===== src/rtl/output_pixel_buffer_if.sv =====
// Bus-side bundle for output_pixel_buffer: rotate-core byte writes, word read
// handshake and buffer status.
interface output_pixel_buffer_if #(
  parameter int DEPTH = 64
);
  localparam int WORDS = DEPTH / 4;
  localparam int AW    = (WORDS > 1) ? $clog2(WORDS) : 1;
  localparam int CW    = $clog2(DEPTH) + 1;

  logic          I_PIXEL_WE;
  logic [7:0]    I_PIXEL_B;
  logic [7:0]    I_PIXEL_G;
  logic [7:0]    I_PIXEL_R;
  logic [7:0]    I_PIXEL_ADDRB;
  logic [7:0]    I_PIXEL_ADDRG;
  logic [7:0]    I_PIXEL_ADDRR;
  logic          I_CLEAR;
  logic          I_RD_REQ;
  logic [AW-1:0] I_RD_ADDR;
  logic [31:0]   O_HRDATA;
  logic          O_RD_VALID;
  logic          O_RD_BUSY;
  logic [CW-1:0] O_FILL_COUNT;
  logic          O_FULL;
  logic          O_EMPTY;
  logic          O_OVERWRITE;

  modport master (
    output I_PIXEL_WE, I_PIXEL_B, I_PIXEL_G, I_PIXEL_R,
    output I_PIXEL_ADDRB, I_PIXEL_ADDRG, I_PIXEL_ADDRR,
    output I_CLEAR, I_RD_REQ, I_RD_ADDR,
    input  O_HRDATA, O_RD_VALID, O_RD_BUSY, O_FILL_COUNT,
    input  O_FULL, O_EMPTY, O_OVERWRITE
  );

  modport slave (
    input  I_PIXEL_WE, I_PIXEL_B, I_PIXEL_G, I_PIXEL_R,
    input  I_PIXEL_ADDRB, I_PIXEL_ADDRG, I_PIXEL_ADDRR,
    input  I_CLEAR, I_RD_REQ, I_RD_ADDR,
    output O_HRDATA, O_RD_VALID, O_RD_BUSY, O_FILL_COUNT,
    output O_FULL, O_EMPTY, O_OVERWRITE
  );
endinterface


===== src/rtl/output_pixel_buffer.sv =====
// Output pixel buffer: byte-addressed writes from the rotate core, 32-bit word
// reads that stall until the word is complete and then consume its valid bits.
module output_pixel_buffer #(
  parameter int DEPTH = 64
) (
  input  logic                  I_HCLK,
  input  logic                  I_HRESET_N,
  output_pixel_buffer_if.slave  bus
);
  localparam int WORDS = DEPTH / 4;
  localparam int AW    = (WORDS > 1) ? $clog2(WORDS) : 1;
  localparam int CW    = $clog2(DEPTH) + 1;
  localparam int IW    = $clog2(DEPTH);
  localparam logic [8:0] DEPTH_L = 9'(DEPTH);

  typedef enum logic [1:0] {IDLE, WAIT, DATA} state_t;

  state_t           state_q, state_d;
  logic [7:0]       data_q [DEPTH];
  logic [7:0]       data_d [DEPTH];
  logic [DEPTH-1:0] valid_q, valid_d, valid_wr, wr_hit;
  logic [AW-1:0]    addr_q, addr_d, look_addr;
  logic [31:0]      hrdata_q, hrdata_d;
  logic             rd_valid_q, rd_valid_d;
  logic             busy_q, busy_d;
  logic             overwrite_q, overwrite_d;
  logic [CW-1:0]    fill_q, fill_d;
  logic             hit_b, hit_g, hit_r;
  logic             complete, consume;
  logic [3:0]       word_valid;
  logic [31:0]      word_data;

  // Later writes in this block take priority, so R beats G beats B on a shared address.
  always_comb begin
    hit_b  = bus.I_PIXEL_WE && ({1'b0, bus.I_PIXEL_ADDRB} < DEPTH_L);
    hit_g  = bus.I_PIXEL_WE && ({1'b0, bus.I_PIXEL_ADDRG} < DEPTH_L);
    hit_r  = bus.I_PIXEL_WE && ({1'b0, bus.I_PIXEL_ADDRR} < DEPTH_L);
    data_d = data_q;
    wr_hit = '0;
    if (hit_b) begin
      data_d[bus.I_PIXEL_ADDRB[IW-1:0]] = bus.I_PIXEL_B;
      wr_hit[bus.I_PIXEL_ADDRB[IW-1:0]] = 1'b1;
    end
    if (hit_g) begin
      data_d[bus.I_PIXEL_ADDRG[IW-1:0]] = bus.I_PIXEL_G;
      wr_hit[bus.I_PIXEL_ADDRG[IW-1:0]] = 1'b1;
    end
    if (hit_r) begin
      data_d[bus.I_PIXEL_ADDRR[IW-1:0]] = bus.I_PIXEL_R;
      wr_hit[bus.I_PIXEL_ADDRR[IW-1:0]] = 1'b1;
    end
    valid_wr    = (bus.I_CLEAR ? '0 : valid_q) | wr_hit;
    overwrite_d = overwrite_q | (|(wr_hit & valid_q));
  end

  // Completeness and read data both see this cycle's writes (forwarding).
  always_comb begin
    look_addr  = (state_q == WAIT) ? addr_q : bus.I_RD_ADDR;
    word_valid = valid_wr[int'(look_addr)*4 +: 4];
    word_data  = {data_d[int'(look_addr)*4 + 3], data_d[int'(look_addr)*4 + 2],
                  data_d[int'(look_addr)*4 + 1], data_d[int'(look_addr)*4]};
    complete   = &word_valid;

    state_d    = state_q;
    addr_d     = addr_q;
    hrdata_d   = hrdata_q;
    rd_valid_d = 1'b0;
    busy_d     = 1'b0;
    consume    = 1'b0;
    case (state_q)
      WAIT: begin
        if (complete) begin
          state_d    = DATA;
          consume    = 1'b1;
          hrdata_d   = word_data;
          rd_valid_d = 1'b1;
        end else begin
          busy_d = 1'b1;
        end
      end
      default: begin
        if (bus.I_RD_REQ) begin
          addr_d = bus.I_RD_ADDR;
          if (complete) begin
            state_d    = DATA;
            consume    = 1'b1;
            hrdata_d   = word_data;
            rd_valid_d = 1'b1;
          end else begin
            state_d = WAIT;
            busy_d  = 1'b1;
          end
        end else begin
          state_d = IDLE;
        end
      end
    endcase

    valid_d = valid_wr;
    if (consume) valid_d[int'(look_addr)*4 +: 4] = 4'b0000;
    fill_d = '0;
    for (int i = 0; i < DEPTH; i++) fill_d = fill_d + CW'(valid_d[i]);
  end

  always_ff @(posedge I_HCLK or negedge I_HRESET_N) begin
    if (!I_HRESET_N) begin
      state_q     <= IDLE;
      valid_q     <= '0;
      addr_q      <= '0;
      hrdata_q    <= '0;
      rd_valid_q  <= 1'b0;
      busy_q      <= 1'b0;
      overwrite_q <= 1'b0;
      fill_q      <= '0;
      for (int i = 0; i < DEPTH; i++) data_q[i] <= '0;
    end else begin
      state_q     <= state_d;
      valid_q     <= valid_d;
      addr_q      <= addr_d;
      hrdata_q    <= hrdata_d;
      rd_valid_q  <= rd_valid_d;
      busy_q      <= busy_d;
      overwrite_q <= overwrite_d;
      fill_q      <= fill_d;
      for (int i = 0; i < DEPTH; i++) data_q[i] <= data_d[i];
    end
  end

  assign bus.O_HRDATA     = hrdata_q;
  assign bus.O_RD_VALID   = rd_valid_q;
  assign bus.O_RD_BUSY    = busy_q;
  assign bus.O_FILL_COUNT = fill_q;
  assign bus.O_FULL       = (fill_q == CW'(DEPTH));
  assign bus.O_EMPTY      = (fill_q == '0);
  assign bus.O_OVERWRITE  = overwrite_q;
endmodule


===== src/flat_wrapper.sv =====
// flat-port wrapper written by rule: the top's interface ports become plain ports
module output_pixel_buffer_flat 
#(
  parameter int DEPTH = 64
)
  (I_HCLK, I_HRESET_N, bus_I_PIXEL_WE, bus_I_PIXEL_B, bus_I_PIXEL_G, bus_I_PIXEL_R, bus_I_PIXEL_ADDRB, bus_I_PIXEL_ADDRG, bus_I_PIXEL_ADDRR, bus_I_CLEAR, bus_I_RD_REQ, bus_I_RD_ADDR, bus_O_HRDATA, bus_O_RD_VALID, bus_O_RD_BUSY, bus_O_FILL_COUNT, bus_O_FULL, bus_O_EMPTY, bus_O_OVERWRITE);
  output_pixel_buffer_if #(.DEPTH(DEPTH)) bus_i ();
  input  logic I_HCLK;
  input  logic I_HRESET_N;
  input wire logic [$bits(bus_i.I_PIXEL_WE)-1:0] bus_I_PIXEL_WE;
  input wire logic [$bits(bus_i.I_PIXEL_B)-1:0] bus_I_PIXEL_B;
  input wire logic [$bits(bus_i.I_PIXEL_G)-1:0] bus_I_PIXEL_G;
  input wire logic [$bits(bus_i.I_PIXEL_R)-1:0] bus_I_PIXEL_R;
  input wire logic [$bits(bus_i.I_PIXEL_ADDRB)-1:0] bus_I_PIXEL_ADDRB;
  input wire logic [$bits(bus_i.I_PIXEL_ADDRG)-1:0] bus_I_PIXEL_ADDRG;
  input wire logic [$bits(bus_i.I_PIXEL_ADDRR)-1:0] bus_I_PIXEL_ADDRR;
  input wire logic [$bits(bus_i.I_CLEAR)-1:0] bus_I_CLEAR;
  input wire logic [$bits(bus_i.I_RD_REQ)-1:0] bus_I_RD_REQ;
  input wire logic [$bits(bus_i.I_RD_ADDR)-1:0] bus_I_RD_ADDR;
  output wire logic [$bits(bus_i.O_HRDATA)-1:0] bus_O_HRDATA;
  output wire logic [$bits(bus_i.O_RD_VALID)-1:0] bus_O_RD_VALID;
  output wire logic [$bits(bus_i.O_RD_BUSY)-1:0] bus_O_RD_BUSY;
  output wire logic [$bits(bus_i.O_FILL_COUNT)-1:0] bus_O_FILL_COUNT;
  output wire logic [$bits(bus_i.O_FULL)-1:0] bus_O_FULL;
  output wire logic [$bits(bus_i.O_EMPTY)-1:0] bus_O_EMPTY;
  output wire logic [$bits(bus_i.O_OVERWRITE)-1:0] bus_O_OVERWRITE;
  assign bus_i.I_PIXEL_WE = bus_I_PIXEL_WE;
  assign bus_i.I_PIXEL_B = bus_I_PIXEL_B;
  assign bus_i.I_PIXEL_G = bus_I_PIXEL_G;
  assign bus_i.I_PIXEL_R = bus_I_PIXEL_R;
  assign bus_i.I_PIXEL_ADDRB = bus_I_PIXEL_ADDRB;
  assign bus_i.I_PIXEL_ADDRG = bus_I_PIXEL_ADDRG;
  assign bus_i.I_PIXEL_ADDRR = bus_I_PIXEL_ADDRR;
  assign bus_i.I_CLEAR = bus_I_CLEAR;
  assign bus_i.I_RD_REQ = bus_I_RD_REQ;
  assign bus_i.I_RD_ADDR = bus_I_RD_ADDR;
  assign bus_O_HRDATA = bus_i.O_HRDATA;
  assign bus_O_RD_VALID = bus_i.O_RD_VALID;
  assign bus_O_RD_BUSY = bus_i.O_RD_BUSY;
  assign bus_O_FILL_COUNT = bus_i.O_FILL_COUNT;
  assign bus_O_FULL = bus_i.O_FULL;
  assign bus_O_EMPTY = bus_i.O_EMPTY;
  assign bus_O_OVERWRITE = bus_i.O_OVERWRITE;
  output_pixel_buffer #(.DEPTH(DEPTH)) u_core (.I_HCLK(I_HCLK), .I_HRESET_N(I_HRESET_N), .bus(bus_i));
endmodule

===== config.mk =====
export PLATFORM = sky130hd
export DESIGN_NAME = output_pixel_buffer_flat
export DESIGN_NICKNAME = d
export VERILOG_FILES = /design/src/rtl/output_pixel_buffer_if.sv /design/src/rtl/output_pixel_buffer.sv /design/src/flat_wrapper.sv
export SDC_FILE = /design/constraint.sdc
export NUM_CORES = 2
export LEC_CHECK = 0
export ABC_AREA = 1
export BUFFER_PORTS_ARGS = -buffer_cell sky130_fd_sc_hd__buf_2
export CAP_MARGIN = 5
export CORE_MARGIN = 3
export CORE_UTILIZATION = 38
export DETAILED_ROUTE_END_ITERATION = 10
export GPL_ROUTABILITY_DRIVEN = 0
export PLACE_DENSITY = 0.57
export SKIP_CTS_REPAIR_TIMING = 1
export SYNTH_ARGS = -nofsm -noshare
export SYNTH_HDL_FRONTEND = slang
export SYNTH_SLANG_ARGS = --single-unit

===== constraint.sdc =====
create_clock -name I_HCLK -period 18.3 [get_ports I_HCLK]
set_clock_uncertainty 0.15 [all_clocks]
set_input_delay 2.745 -clock I_HCLK [delete_from_list [all_inputs] [get_ports I_HCLK]]
set_output_delay 2.745 -clock I_HCLK [all_outputs]
set_load 0.02 [all_outputs]

==> results.json <==
{
  "busiest_layer": "met2",
  "synth_seq_cells": 624,
  "nFillCells": 12188,
  "total_power_uw": 6050,
  "grt_first_pass_wirelength_um": 329000,
  "r2r_start": "u_core.state_q[1]$_DFFE_PN0P_",
  "clock_sinks": 624,
  "async_flop_share_pct": 100,
  "synthTopCellsByCount": "2470 x nand2_1, 1056 x nand3_1, 624 x dfrtp_1, 479 x inv_1, 456 x o21ai_0",
  "synth_nets": 6940,
  "min_path_cells": 2,
  "grt_util_met1_pct": 49.2,
  "critPathRequiredTime_ns": 18.71,
  "overflow": 0,
  "core_sq_um": 115000,
  "drv_cap": 0,
  "drc": 0,
  "slew-limit-headroom_pct": 10.5,
  "synth.top_cells.by_area": "dfrtp_1 35%, nand2_1 21%, nand3_1 12%",
  "cp.arrival_ns": 13.35,
  "cts_tree": "done",
  "hold_ws_ns": 0.322,
  "max_freq_mhz": 77.2,
  "worst_hold_path.endpoint": "u_core.bus.O_HRDATA[9]$_DFFE_PN0P_",
  "grt_pass1_vias": 46019,
  "place.detailed.hpwl_um": 150000,
  "clk_pin_slew_ns": 0.06,
  "yosysTopAreaCell": "dfrtp_1",
  "fin_crit_ns": 12.95,
  "ys_seq_area_share_pct": 35.4,
  "firstDrtPassIters": 7,
  "period_share_pct": 70.7,
  "cts-root-buf": "clkbuf_16",
  "nNetsFinal": 6762,
  "crit_type": "input port to flip-flop",
  "cts_made_buffers": 80,
  "gr-usage-met2_pct": 50.9,
  "grt_usage_pct": 37.2,
  "layout-drive-gt1-share_pct": 6.44,
  "num_rows": 124,
  "drt_iter0_drc": 8547,
  "dieWidth_um": 347,
  "synth.most_common_cell": "nand2_1",
  "worst_pin_slew_ns": 1.34,
  "multi_input_area_sq_um": 24700,
  "start_kind": "input port",
  "drtAntennaViolNets": 0,
  "routedWlPerCell_um": 28.1,
  "rsz0062_at_grt": "false",
  "holdCritPathClass": "flip-flop to flip-flop",
  "via_per_inst": 6.18,
  "use_met3_pct": 13.0,
  "die_h_um": 347,
  "end_kind": "flip-flop",
  "io_pins": 101,
  "antenna_found_initial": 21,
  "clockBufferDepth": 3,
  "synth_cell_types": 45,
  "hold_viol_final": 0,
  "register_area_sq_um": 15600,
  "avgSynthCellArea_sq_um": 6.47,
  "io_buffers": 100,
  "status": "complete, no violations",
  "grt_max_degree": 142,
  "slew_violations": 0,
  "regToRegSetupSlack_ns": 7.27,
  "wirelength_um": 231000,
  "vias": 50848,
  "synth_top_area_share_pct": 35.4,
  "power_density_nw_per_um2": 125,
  "setup_tns_ns": 0,
  "ir_drop_mv": 0.0840,
  "initial_core_util_pct": 38.4,
  "reg2reg_to": "u_core.bus.O_FILL_COUNT[6]$_DFF_PN0_",
  "clock_latency_ns": 0.69,
  "synth_edf_count": 0,
  "synth.cell_area_sq_um": 44100,
  "cpMostUsedCell": "fa_1",
  "slowest_delay_ns": 1.00,
  "setup_viol": 0,
  "cp_slowest_cell": "nor2_1",
  "synthesis.instances": 6811,
  "reg2regPathDepth": 38,
  "synth_warnings": 0,
  "synth_ff_type": "dfrtp_1",
  "dieArea_sq_um": 120000,
  "syn_to_final_growth_pct": 9.41,
  "cp_max_fo": 53,
  "p_leak_uw": 0.0246,
  "worstHoldStart": "u_core.bus.O_HRDATA[9]$_DFFE_PN0P_",
  "h-tree-depth": 3
}
[critical path, delay by kind of cell]
kind	cells	cell delay (ns)
AOI/OAI and AO/OA	3	0.46
adders and majority gates	11	4.68
buffers and inverters	8	0.90
and+or+nand+nor	15	4.49
[cells in the final DEF (no fill, tap or decap), drive strengths merged, types with 2 or more instances in the layout]
master  synthesis  routed
o31ai           2       2
o21ai         475     475
and3            2       2
bufinv          0       6
nand4          48      48
diode           0      17
nor2          362     362
a31o            2       2
o22ai          12      12
a221oi          9       9
and2           30      30
dfrtp         624     624
nor4            2       2
nand2        2476    2476
a21oi         296     296
nand3        1057    1057
buf            80     204
a31oi           3       3
inv           503     511
ha             18      18
clkinv         22      33
nor3           14      14
o21bai         26      26
o211ai        283     283
clkbuf        384     117
fa             54      54
a21boi         14      14
a22o            4       4
xor2            4       4
[registers in the layout (all words and copies together) (netlist names)]
name,cells
u_core.addr_q,4
u_core.bus.O_FILL_COUNT,7
u_core.bus.O_HRDATA,32
u_core.bus.O_OVERWRITE,1
u_core.bus.O_RD_BUSY,1
u_core.bus.O_RD_VALID,1
u_core.data_q,512
u_core.state_q,2
u_core.valid_q,64
[through the flow]
| step | std cells | area (sq um) | util, % | worst slack (ns) |
|---|---|---|---|---|
| after detailed placement | 8063 | 45500 | 39.6 | 5.20 |
| after global routing | 8208 | 48200 | 42.0 | 5.17 |
| after CTS | 8206 | 48200 | 42.0 | 5.88 |
| after global placement | 8063 | 45500 | 39.6 | 5.37 |
| after floorplan | 6811 | 44100 | - | 8.08 |
| final | 8223 | 48200 | 42.0 | 5.35 |
[kinds of logic after synthesis]
family | Yosys count | share of synthesized area [%]
buf+inv | 989 | 8.62
flops | 624 | 35.4
fa+ha+maj | 72 | 2.96
compound gates | 1127 | 14.8
simple gates | 3995 | 38.1
xor+xnor | 4 | 0.0794
[how the worst max path moves through the flow]
stage,depth (start not counted),start,slack (ns),to
after floorplan,39,bus_I_RD_ADDR[0],8.08,u_core.bus.O_FILL_COUNT[6]$_DFF_PN0_
after global placement,37,bus_I_PIXEL_ADDRB[7],5.37,u_core.bus.O_FILL_COUNT[6]$_DFF_PN0_
after detailed placement,37,bus_I_PIXEL_ADDRB[7],5.20,u_core.bus.O_FILL_COUNT[6]$_DFF_PN0_
after CTS,37,bus_I_PIXEL_ADDRB[7],5.88,u_core.bus.O_FILL_COUNT[6]$_DFF_PN0_
after global routing,37,bus_I_PIXEL_ADDRB[7],5.17,u_core.bus.O_FILL_COUNT[6]$_DFF_PN0_
final,37,bus_I_PIXEL_ADDRB[7],5.35,u_core.bus.O_FILL_COUNT[6]$_DFF_PN0_
[metal layers]
layer	vias up	part of all wire (%)
li1	22039	-
met1	23731	38
met2	4062	39
met3	1000	15
met4	16	7.7
met5	-	0.12
[power breakdown]
group / switching (uW) / leakage [uW] / internal [uW]
registers: 74.5 / 0.00829 / 1600
logic: 2040 / 0.0150 / 653
clock network: 697 / 0.00133 / 985
[final cells by class]
class                   count  share of cell area [%]
diodes                     17                  0.0882
clock buffers             117                    4.94
clock inverters            26                   0.617
inverters                 525                    4.10
multi-input cells        5198                    51.3
flip-flops and latches    624                    32.4
well taps                1512                    3.92
repair buffers            204                    2.70
(Power assumes the default switching activity.)
